[src/rtl/board_pkg.sv]
// Board-level constants shared by the Basys3 switch front end.
package board_pkg;

    localparam int unsigned CLK_HZ                = 100_000_000;
    localparam int unsigned DEBOUNCE_MS           = 10;
    localparam int unsigned DEFAULT_STABLE_CYCLES = CLK_HZ / 1000 * DEBOUNCE_MS;

    // Counter width able to hold 0..stable_cycles.
    function automatic int unsigned cnt_width(input int unsigned stable_cycles);
        return $clog2(stable_cycles + 1);
    endfunction

endpackage

[src/rtl/debounce_bit.sv]
// One switch bit: 2-FF synchronizer, stable-time counter filter and edge strobes.
module debounce_bit
    import board_pkg::*;
#(
    parameter int unsigned STABLE_CYCLES = DEFAULT_STABLE_CYCLES
) (
    input  logic clk,
    input  logic rst_n,
    input  logic raw,
    output logic db,
    output logic rise,
    output logic fall,
    output logic change_c
);

    localparam int unsigned      CNT_W   = cnt_width(STABLE_CYCLES);
    localparam logic [CNT_W-1:0] CNT_MAX = CNT_W'(STABLE_CYCLES - 1);

    logic             sync1;
    logic             sync2;
    logic [CNT_W-1:0] cnt;
    logic             mismatch_c;

    assign mismatch_c = (sync2 != db);
    // High on the edge that accepts the new level; feeds the shared change flag.
    assign change_c   = mismatch_c && (cnt == CNT_MAX);

    always_ff @(posedge clk) begin
        if (!rst_n) begin
            sync1 <= 1'b0;
            sync2 <= 1'b0;
            cnt   <= '0;
            db    <= 1'b0;
            rise  <= 1'b0;
            fall  <= 1'b0;
        end else begin
            sync1 <= raw;
            sync2 <= sync1;
            rise  <= change_c &  sync2;
            fall  <= change_c & ~sync2;
            if (change_c) begin
                db  <= sync2;
                cnt <= '0;
            end else if (mismatch_c) begin
                cnt <= cnt + CNT_W'(1);
            end else begin
                cnt <= '0;
            end
        end
    end

endmodule

[src/rtl/switch_debouncer.sv]
// Debounces WIDTH slide switches; strobes rise/fall per bit and a shared change flag.
module switch_debouncer
    import board_pkg::*;
#(
    parameter int unsigned WIDTH         = 3,
    parameter int unsigned STABLE_CYCLES = DEFAULT_STABLE_CYCLES
) (
    input  logic             clk,
    input  logic             rst_n,
    input  logic [WIDTH-1:0] sw_raw,
    output logic [WIDTH-1:0] sw_db,
    output logic [WIDTH-1:0] sw_rise,
    output logic [WIDTH-1:0] sw_fall,
    output logic             sw_changed
);

    logic [WIDTH-1:0] change_c;

    for (genvar i = 0; i < WIDTH; i++) begin : g_bit
        debounce_bit #(
            .STABLE_CYCLES(STABLE_CYCLES)
        ) u_bit (
            .clk     (clk),
            .rst_n   (rst_n),
            .raw     (sw_raw[i]),
            .db      (sw_db[i]),
            .rise    (sw_rise[i]),
            .fall    (sw_fall[i]),
            .change_c(change_c[i])
        );
    end

    // Registered from the pre-strobe terms so it lines up with the strobes.
    always_ff @(posedge clk) begin
        if (!rst_n) begin
            sw_changed <= 1'b0;
        end else begin
            sw_changed <= |change_c;
        end
    end

endmodule
[config.mk]
export PLATFORM = sky130hd
export DESIGN_NAME = switch_debouncer
export DESIGN_NICKNAME = d
export VERILOG_FILES = /design/src/rtl/board_pkg.sv /design/src/rtl/debounce_bit.sv /design/src/rtl/switch_debouncer.sv
export SDC_FILE = /design/constraint.sdc
export NUM_CORES = 1
export LEC_CHECK = 0
export ABC_AREA = 1
export BUFFER_PORTS_ARGS = -buffer_cell sky130_fd_sc_hd__buf_4
export CORE_MARGIN = 4
export CORE_UTILIZATION = 31
export DETAILED_ROUTE_END_ITERATION = 8
export PLACE_DENSITY = 0.51
export SYNTH_ARGS = -nofsm -noshare
export SYNTH_HDL_FRONTEND = slang
export SYNTH_HIERARCHICAL = 1
export SYNTH_SLANG_ARGS = --single-unit
export TNS_END_PERCENT = 10
[constraint.sdc]
create_clock -name clk -period 2.24 [get_ports clk]
set_input_delay 0.224 -clock clk [delete_from_list [all_inputs] [get_ports clk]]
set_output_delay 0.224 -clock clk [all_outputs]
set_load 0.1 [all_outputs]
==> flow_summary_export.csv, run 1 <==
group,metric,value,unit
clock_tree,cts-buffers-inserted,9,
floorplan,row_count,41,
drt,drc_errors,0,
pwr,power.internal,2.25,mW
floorplan,die_h,121,um
pwr,combPwrFrac,1.2,%
final_layout,seq_area,0.00152,mm^2
setup_path,slowest_stage,"nand3_2",
yosys,yosysWarnings,6,
clock_tree,ctsResizeCount,0,
floorplan,die-area,0.0147,mm^2
setup_path,crit_path_end_kind,"register",
global_routing,grt_pass1_vias,3277,
yosys,netlist_area,0.00399,mm^2
sta,slew_headroom,69.3,%
sta,tightest_slew,0.459,ns
drt,wl_per_cell,10.9,um
setup_path,regToRegSetupSlack,0.68,ns
final_layout,multi_input_area,0.00210,mm^2
clock_tree,hold_buffers,0,
drt,via_count,3402,
floorplan,initial_core_util,31.6,%
setup_path,crit_top_cell,"nand3_2",
yosys,synth_area_leaders,"dfxtp_1, nand2_1, nor2_1",
sta,fin_skew,0.00515,ns
drt,top_layer_used,"met4",
clock_tree,cts-htree-levels,3,
sta,timing.fmax,640,MHz
place,place_congestion,0.843,
drt,ant_nets,0,
setup_path,crit_path_max_incr_delay,0.36,ns
sta,drv_slew,0,
place,place_area,0.00424,mm^2
final_layout,area_growth,13.7,%
pwr,pwr_density_cell,627,mW/mm^2
drt,drt_first_pass_iters,4,
clock_tree,root_buffer,"clkbuf_16",
setup_path,worstSetupPathType,"register to register",
global_routing,antenna_found_initial,0,
final_layout,fin_area,0.00453,mm^2
yosys,synth_seq_area_share,38.2,%
global_routing,grt_max_degree,21,
sta,final.min_clock_period,1.56,ns
setup_path,crit_arrival,1.82,ns
drt,wl_met2,3.74,mm
floorplan,chipWidth,121,um
final_layout,finish.net_count,602,
final_layout,n_fill_cell,1379,
sta,finalSetupViolCount,0,
yosys,synth_seq_cells,76,
run_status,status,"finished, final reports clean",
sta,tns,0,ns
setup_path,cp-start-kind,"register",
drt,wl_met1,4.18,mm
floorplan,core_region_area,0.0126,mm^2
setup_path,path_cells,"ha_1 > nand3_2 > nor2_1 > nand3_1 > nand3_2 > a21oi_1",
yosys,syn_inst,575,
hold_path,min_path_cells,3,
clock_tree,clock_path_buffers,2,
pwr,switching_share,20.6,%
sta,rsz0062_at_grt,"no",
final_layout,finalCoreUtilization,35.9,%
flow_run,maxCapViolCount,0,
pwr,seq_power_share,48.0,%
setup_path,r2r_cells,6,
drt,vias_per_cell,4.42,
setup_path,critPathMaxFanout,20,
drt,totalWireLength,8.41,mm
yosys,syn_nets,583,
pwr,leakagePower,1.51,nW
clock_tree,clk_pin_slew_worst_paths,0.06,ns
setup_path,r2r-start,"g_bit[2].u_bit/cnt[0]",
sta,finalCritPeriodShare,69.8,%
final_layout,antenna_cells,0,
setup_path,critical_path_required,2.50,ns
clock_tree,clkLatencyLatePin,0.34,ns
global_routing,grt_pass1_wl,15.0,mm
hold_path,worstHoldEndpoint,"g_bit[0].u_bit/sync1",
yosys,yosys.area.top_type_share,38.2,%
yosys,synth.distinct_cells,22,
drt,wl_met3,349,um
clock_tree,tritoncts,"built",
hold_path,hold_class,"primary input to register",
clock_tree,post_cts_buffers,0,
place,dp_hpwl,6.38,mm
yosys,synth_top_area_cell,"dfxtp_1",
hold_path,hp-start,"sw_raw[0]",
drt,drt_iter0_markers,218,
floorplan,io_pins,15,
yosys,syn_area_per_cell,6.93,um^2
final_layout,drive_above_1_share,14.7,%
pwr,p_clk_share,50.8,%
pwr,p_sw,0.586,mW
global_routing,groute.usage.overall,12.7,%
setup_path,r2r_end,"g_bit[2].u_bit/cnt[13]",
clock_tree,clock-sinks,76,
sta,hold_violations,0,
place,portBuffers,14,
pwr,ir_drop,267,uV
global_routing,overflow,0,
cells in the mapped netlist (all sizes together):
cell / n
nand4: 21
o21bai: 3
xor2: 24
xnor2: 9
nor2: 142
a21oi: 16
o21ai: 3
nor3: 6
or2: 3
nand2: 138
nand3b: 3
dfxtp: 76
nand3: 42
inv: 80
ha: 3
buf: 6
registers in the layout, indices dropped and copies added, names as in the netlist:
name,flops
g_bit.u_bit/fall,3
g_bit.u_bit/sync2,3
g_bit.u_bit/db,3
sw_changed,1
g_bit.u_bit/rise,3
g_bit.u_bit/cnt,60
g_bit.u_bit/sync1,3
power groups by stage:
| stage | Combinational (mW) | Clock (mW) | Sequential, mW |
|---|---|---|---|
| 4_1_cts | 0.0346 | 1.50 | 1.36 |
| 3_5_place_dp | 0.0346 | 0 | 1.39 |
| 5_1_grt | 0.0397 | 1.55 | 1.36 |
| 6_report | 0.0332 | 1.44 | 1.36 |
| 3_3_place_gp | 0.0342 | 0 | 1.39 |
| 2_1_floorplan | 0.0236 | 0 | 1.39 |
metrics by stage:
step	hold WS [ns]	setup WS, ns	std cells	power (mW)
after global placement	0.403	0.707	755	1.43
after detailed placement	0.407	0.641	755	1.43
after global routing	0.0877	0.506	770	2.95
final	0.0683	0.677	770	2.84
after floorplan	0.317	0.551	575	1.42
after CTS	0.0554	0.625	770	2.90
cell type report:
class | instances | share of cell area (%)
tap | 172 | 4.75
inverter | 80 | 6.63
clock buffer | 11 | 5.36
clock inverter | 4 | 1.10
timing repair buffer | 14 | 2.32
multi-input combinational | 413 | 46.3
sequential | 76 | 33.6
critical path: cells and delay by family (launching register included):
family / cells / cell delay (ns)
fa+ha+maj: 1 / 0.24
simple gates: 4 / 0.67
flops: 1 / 0.33
compound gates: 1 / 0.24
cell usage in the layout (no fill, tap or decap), drive strengths merged:
cell / n
nor2: 142
nand2: 138
inv: 80
dfxtp: 76
nand3: 42
xor2: 24
nand4: 21
a21oi: 16
buf: 14
clkbuf: 11
xnor2: 9
nor3: 6
o21ai: 3
nand3b: 3
o21bai: 3
or2: 3
ha: 3
clkinvlp: 2
clkinv: 1
bufinv: 1
layer usage:
layer,GRT usage (%),vias up
met5,0,-
met4,4.27,0
met3,4.06,13
met2,20.0,39
met1,16.4,1538
li1,-,1812
cell families (layout without fill, tap and decap cells):
family          after synthesis  in the layout  share of synthesized area, %
fa+ha+maj                     3              3                         0.942
buf+inv                      86            109                          9.23
compound gates               22             22                          3.52
xor+xnor                     33             33                          7.25
flops                        76             76                          38.2
simple gates                355            355                          40.9
worst max-delay path by stage:
stage	end	cells past startpoint	startpoint
3_3_place_gp	g_bit[1].u_bit/cnt[14]	6	g_bit[1].u_bit/cnt[0]
3_5_place_dp	g_bit[2].u_bit/cnt[8]	6	g_bit[2].u_bit/cnt[0]
6_report	g_bit[2].u_bit/cnt[13]	6	g_bit[2].u_bit/cnt[0]
5_1_grt	g_bit[2].u_bit/cnt[14]	6	g_bit[2].u_bit/cnt[0]
4_1_cts	g_bit[2].u_bit/cnt[13]	6	g_bit[2].u_bit/cnt[0]
2_1_floorplan	sw_changed	6	g_bit[1].u_bit/db
Power figures use the tool's default switching activity.
==> run 2: changes to the inputs <==
- ABC_AREA: 1 -> 0
- clock period: 2.24 -> 1.6 ns (I/O delays scaled with it)
==> flow_summary_export.csv, run 2 <==
group,metric,value,unit
run_status,status,"complete, but fails checks",
run_status,violations,"negative setup slack",
hold_path,hold_class,"primary input to register",
final_layout,area_growth,34.2,%
clock_tree,cts-buffers-inserted,9,
global_routing,use_met1,15.2,%
sta,fin_skew,0.00992,ns
drt,totalWireLength,6.96,mm
final_layout,antenna_cells,0,
drt,wl_per_cell,11.6,um
global_routing,grt-busiest-layer,"met2",
yosys,yosysWarnings,6,
pwr,pwr_density_cell,802,mW/mm^2
clock_tree,clkLatencyLatePin,0.35,ns
pwr,p_clk_share,45.6,%
pwr,switching_share,21.2,%
place,place_congestion,0.770,
floorplan,die_h,112,um
yosys,synthTopCellsByCount,"dfxtp_1, nor2_1, nand3_1",
final_layout,mostFrequentLayoutCell,"buf_4",
yosys,syn_inst,371,
floorplan,core_region_area,0.0104,mm^2
flow_run,maxCapViolCount,0,
drt,ant_nets,0,
sta,rsz0062_at_grt,"yes",
floorplan,chipWidth,112,um
yosys,synth_edf_count,0,
sta,final.min_clock_period,1.99,ns
setup_path,critical_path_required,1.84,ns
final_layout,drive_above_1_share,36.3,%
final_layout,finalCoreUtilization,43.3,%
setup_path,cp-start-kind,"register",
pwr,combPwrFrac,1.8,%
drt,vias_per_cell,4.57,
yosys,synth.distinct_cells,34,
pwr,seq_power_share,52.7,%
yosys,synth_seq_area_share,45.3,%
global_routing,grt_pass1_wl,12.0,mm
sta,fin_ws,-0.392,ns
final_layout,fin_area,0.00451,mm^2
floorplan,io_pins,15,
setup_path,crit_arrival,2.23,ns
final_layout,top_register,"g_bit.u_bit/cnt",
clock_tree,clock_path_buffers,2,
yosys,async_flop_share,0,%
sta,tns,-20.63,ns
place,dp_worst_setup_slack,-0.346,ns
global_routing,met2_usage,18.2,%
drt,drc_errors,0,
hold_path,min_path_cells,2,
global_routing,overflow,0,
yosys,yosys.area.top_type_share,45.3,%
place,numPlacedInstances,583,
global_routing,use_met3,2.16,%
clock_tree,clk_pin_slew_worst_paths,0.08,ns
yosys,syn_area_per_cell,9.05,um^2
floorplan,initial_core_util,32.2,%
pwr,finalPower,3.62,mW
yosys,synth_area_leaders,"dfxtp_1, xor2_1, nor2_1",
yosys,synth_top_area_cell,"dfxtp_1",
global_routing,grt_max_degree,20,
final_layout,n_fill_cell,1042,
clock_tree,clock-sinks,76,
place,portBuffers,14,
pwr,ir_drop,336,uV
sta,finalSetupViolCount,70,
sta,finalCritPeriodShare,125,%
sta,timing.fmax,502,MHz
drt,via_count,2749,
clock_tree,tritoncts,"built",
pwr,p_sw,0.767,mW
final_layout,multi_input_area,0.00178,mm^2
sta,tightest_slew,0.279,ns
setup_path,r2r_cells,5,
pwr,power.internal,2.85,mW
sta,slew_headroom,81.3,%
place,place_area,0.00419,mm^2
drt,drt_iter0_markers,175,
clock_tree,root_buffer,"clkbuf_8",
yosys,yosysMostFrequentCell,"dfxtp_1",
final_layout,finish.net_count,468,
final_layout,stdcell_count,601,
final_layout,seq_area,0.00154,mm^2
clock_tree,cts-htree-levels,3,
yosys,netlist_area,0.00336,mm^2
global_routing,grt_pass1_vias,2699,
yosys,synth_seq_cells,76,
global_routing,antenna_found_initial,0,
pwr,leakagePower,1.55,nW
floorplan,row_count,37,
place,dp_hpwl,5.16,mm
yosys,syn_nets,379,
final_layout,final_cell_mix,"buf_4, dfxtp_1, nor2_1",
sta,timing.hold.ws,0.0207,ns
drt,drt_first_pass_iters,4,
setup_path,worstSetupPathType,"register to register",
sta,drv_slew,0,
global_routing,groute.usage.overall,11.7,%
sta,hold_violations,0,
setup_path,crit_path_end_kind,"register",
final_layout,largest_reg_flops,60,
setup_path,critPathMaxFanout,9,
yosys,synth_top_flop_cell,"dfxtp_1",
floorplan,die-area,0.0126,mm^2
## run 2: cell count changes in the layout (fill, tap and decap cells not counted), sizes merged, moves of 8 or more
cell,previous run,this run
or3,0,18
nand3,42,27
nor2,142,36
nand4,21,6
nand2,138,15
o21ai,3,21
inv,80,18
or4,0,24
buf,14,89
a21oi,16,24
and2,0,12
o31ai,0,9
## run 2: path summary, 6_finish.rpt
check / to / startpoint / slack (ns)
worst max-delay path: g_bit[2].u_bit/cnt[13] / g_bit[2].u_bit/cnt[11] / -0.39
worst min-delay path: g_bit[2].u_bit/sync1 / sw_raw[2] / 0.02
worst max register to register: g_bit[2].u_bit/cnt[13] / g_bit[2].u_bit/cnt[11] / -0.39
worst min register to register: g_bit[1].u_bit/sync2 / g_bit[1].u_bit/sync1 / 0.44
## run 2: per-layer routing
| layer | vias to the layer above | wire length, um |
|---|---|---|
| met5 | - | 0 |
| met4 | 0 | 165 |
| met3 | 11 | 173 |
| met2 | 26 | 3160 |
| met1 | 1234 | 3470 |
| li1 | 1478 | - |
## run 2: power groups by stage
stage | clock (mW) | combinational (mW) | sequential [mW]
6_report | 1.65 | 0.0633 | 1.90
2_1_floorplan | 0 | 0.0297 | 1.95
4_1_cts | 1.71 | 0.0610 | 1.90
3_5_place_dp | 0 | 0.0585 | 1.95
5_1_grt | 1.77 | 0.0708 | 1.91
3_3_place_gp | 0 | 0.0586 | 1.95
## run 2: cell type report
type                    count  area share (%)
clock buffers              10            3.05
clock inverters             6            1.94
inverters                  18            1.50
multi-input cells         265            39.5
flip-flops and latches     76            34.1
well taps                 136            3.78
repair buffers             90            16.1
## run 2: cells by family (layout without fill, tap and decap cells)
group           count (synthesis)  count (layout)  share of synthesized area, %
flops                          76              76                          45.3
simple gates                  171             171                          29.7
buf+inv                        30             124                          4.25
fa+ha+maj                       3               3                          1.12
compound gates                 58              58                          11.0
xor+xnor                       33              33                          8.61
## run 2: repair_timing
| action | 4_1_cts | 5_1_grt |
|---|---|---|
| gates cloned | 0 | 1 |
| hold buffers | 0 | 0 |
| pin swaps | 11 | 6 |
| endpoints found under the setup margin | 70 | 70 |
| setup buffers | 1 | 0 |
| gates resized for setup | 12 | 5 |
## run 2: critical path, stage by stage (launching register included)
cell,delay (ns)
dfxtp_1,0.31
or4b_1,0.53
or4_4,0.57
o21ai_4,0.23
clkbuf_16,0.19
a21oi_1,0.04
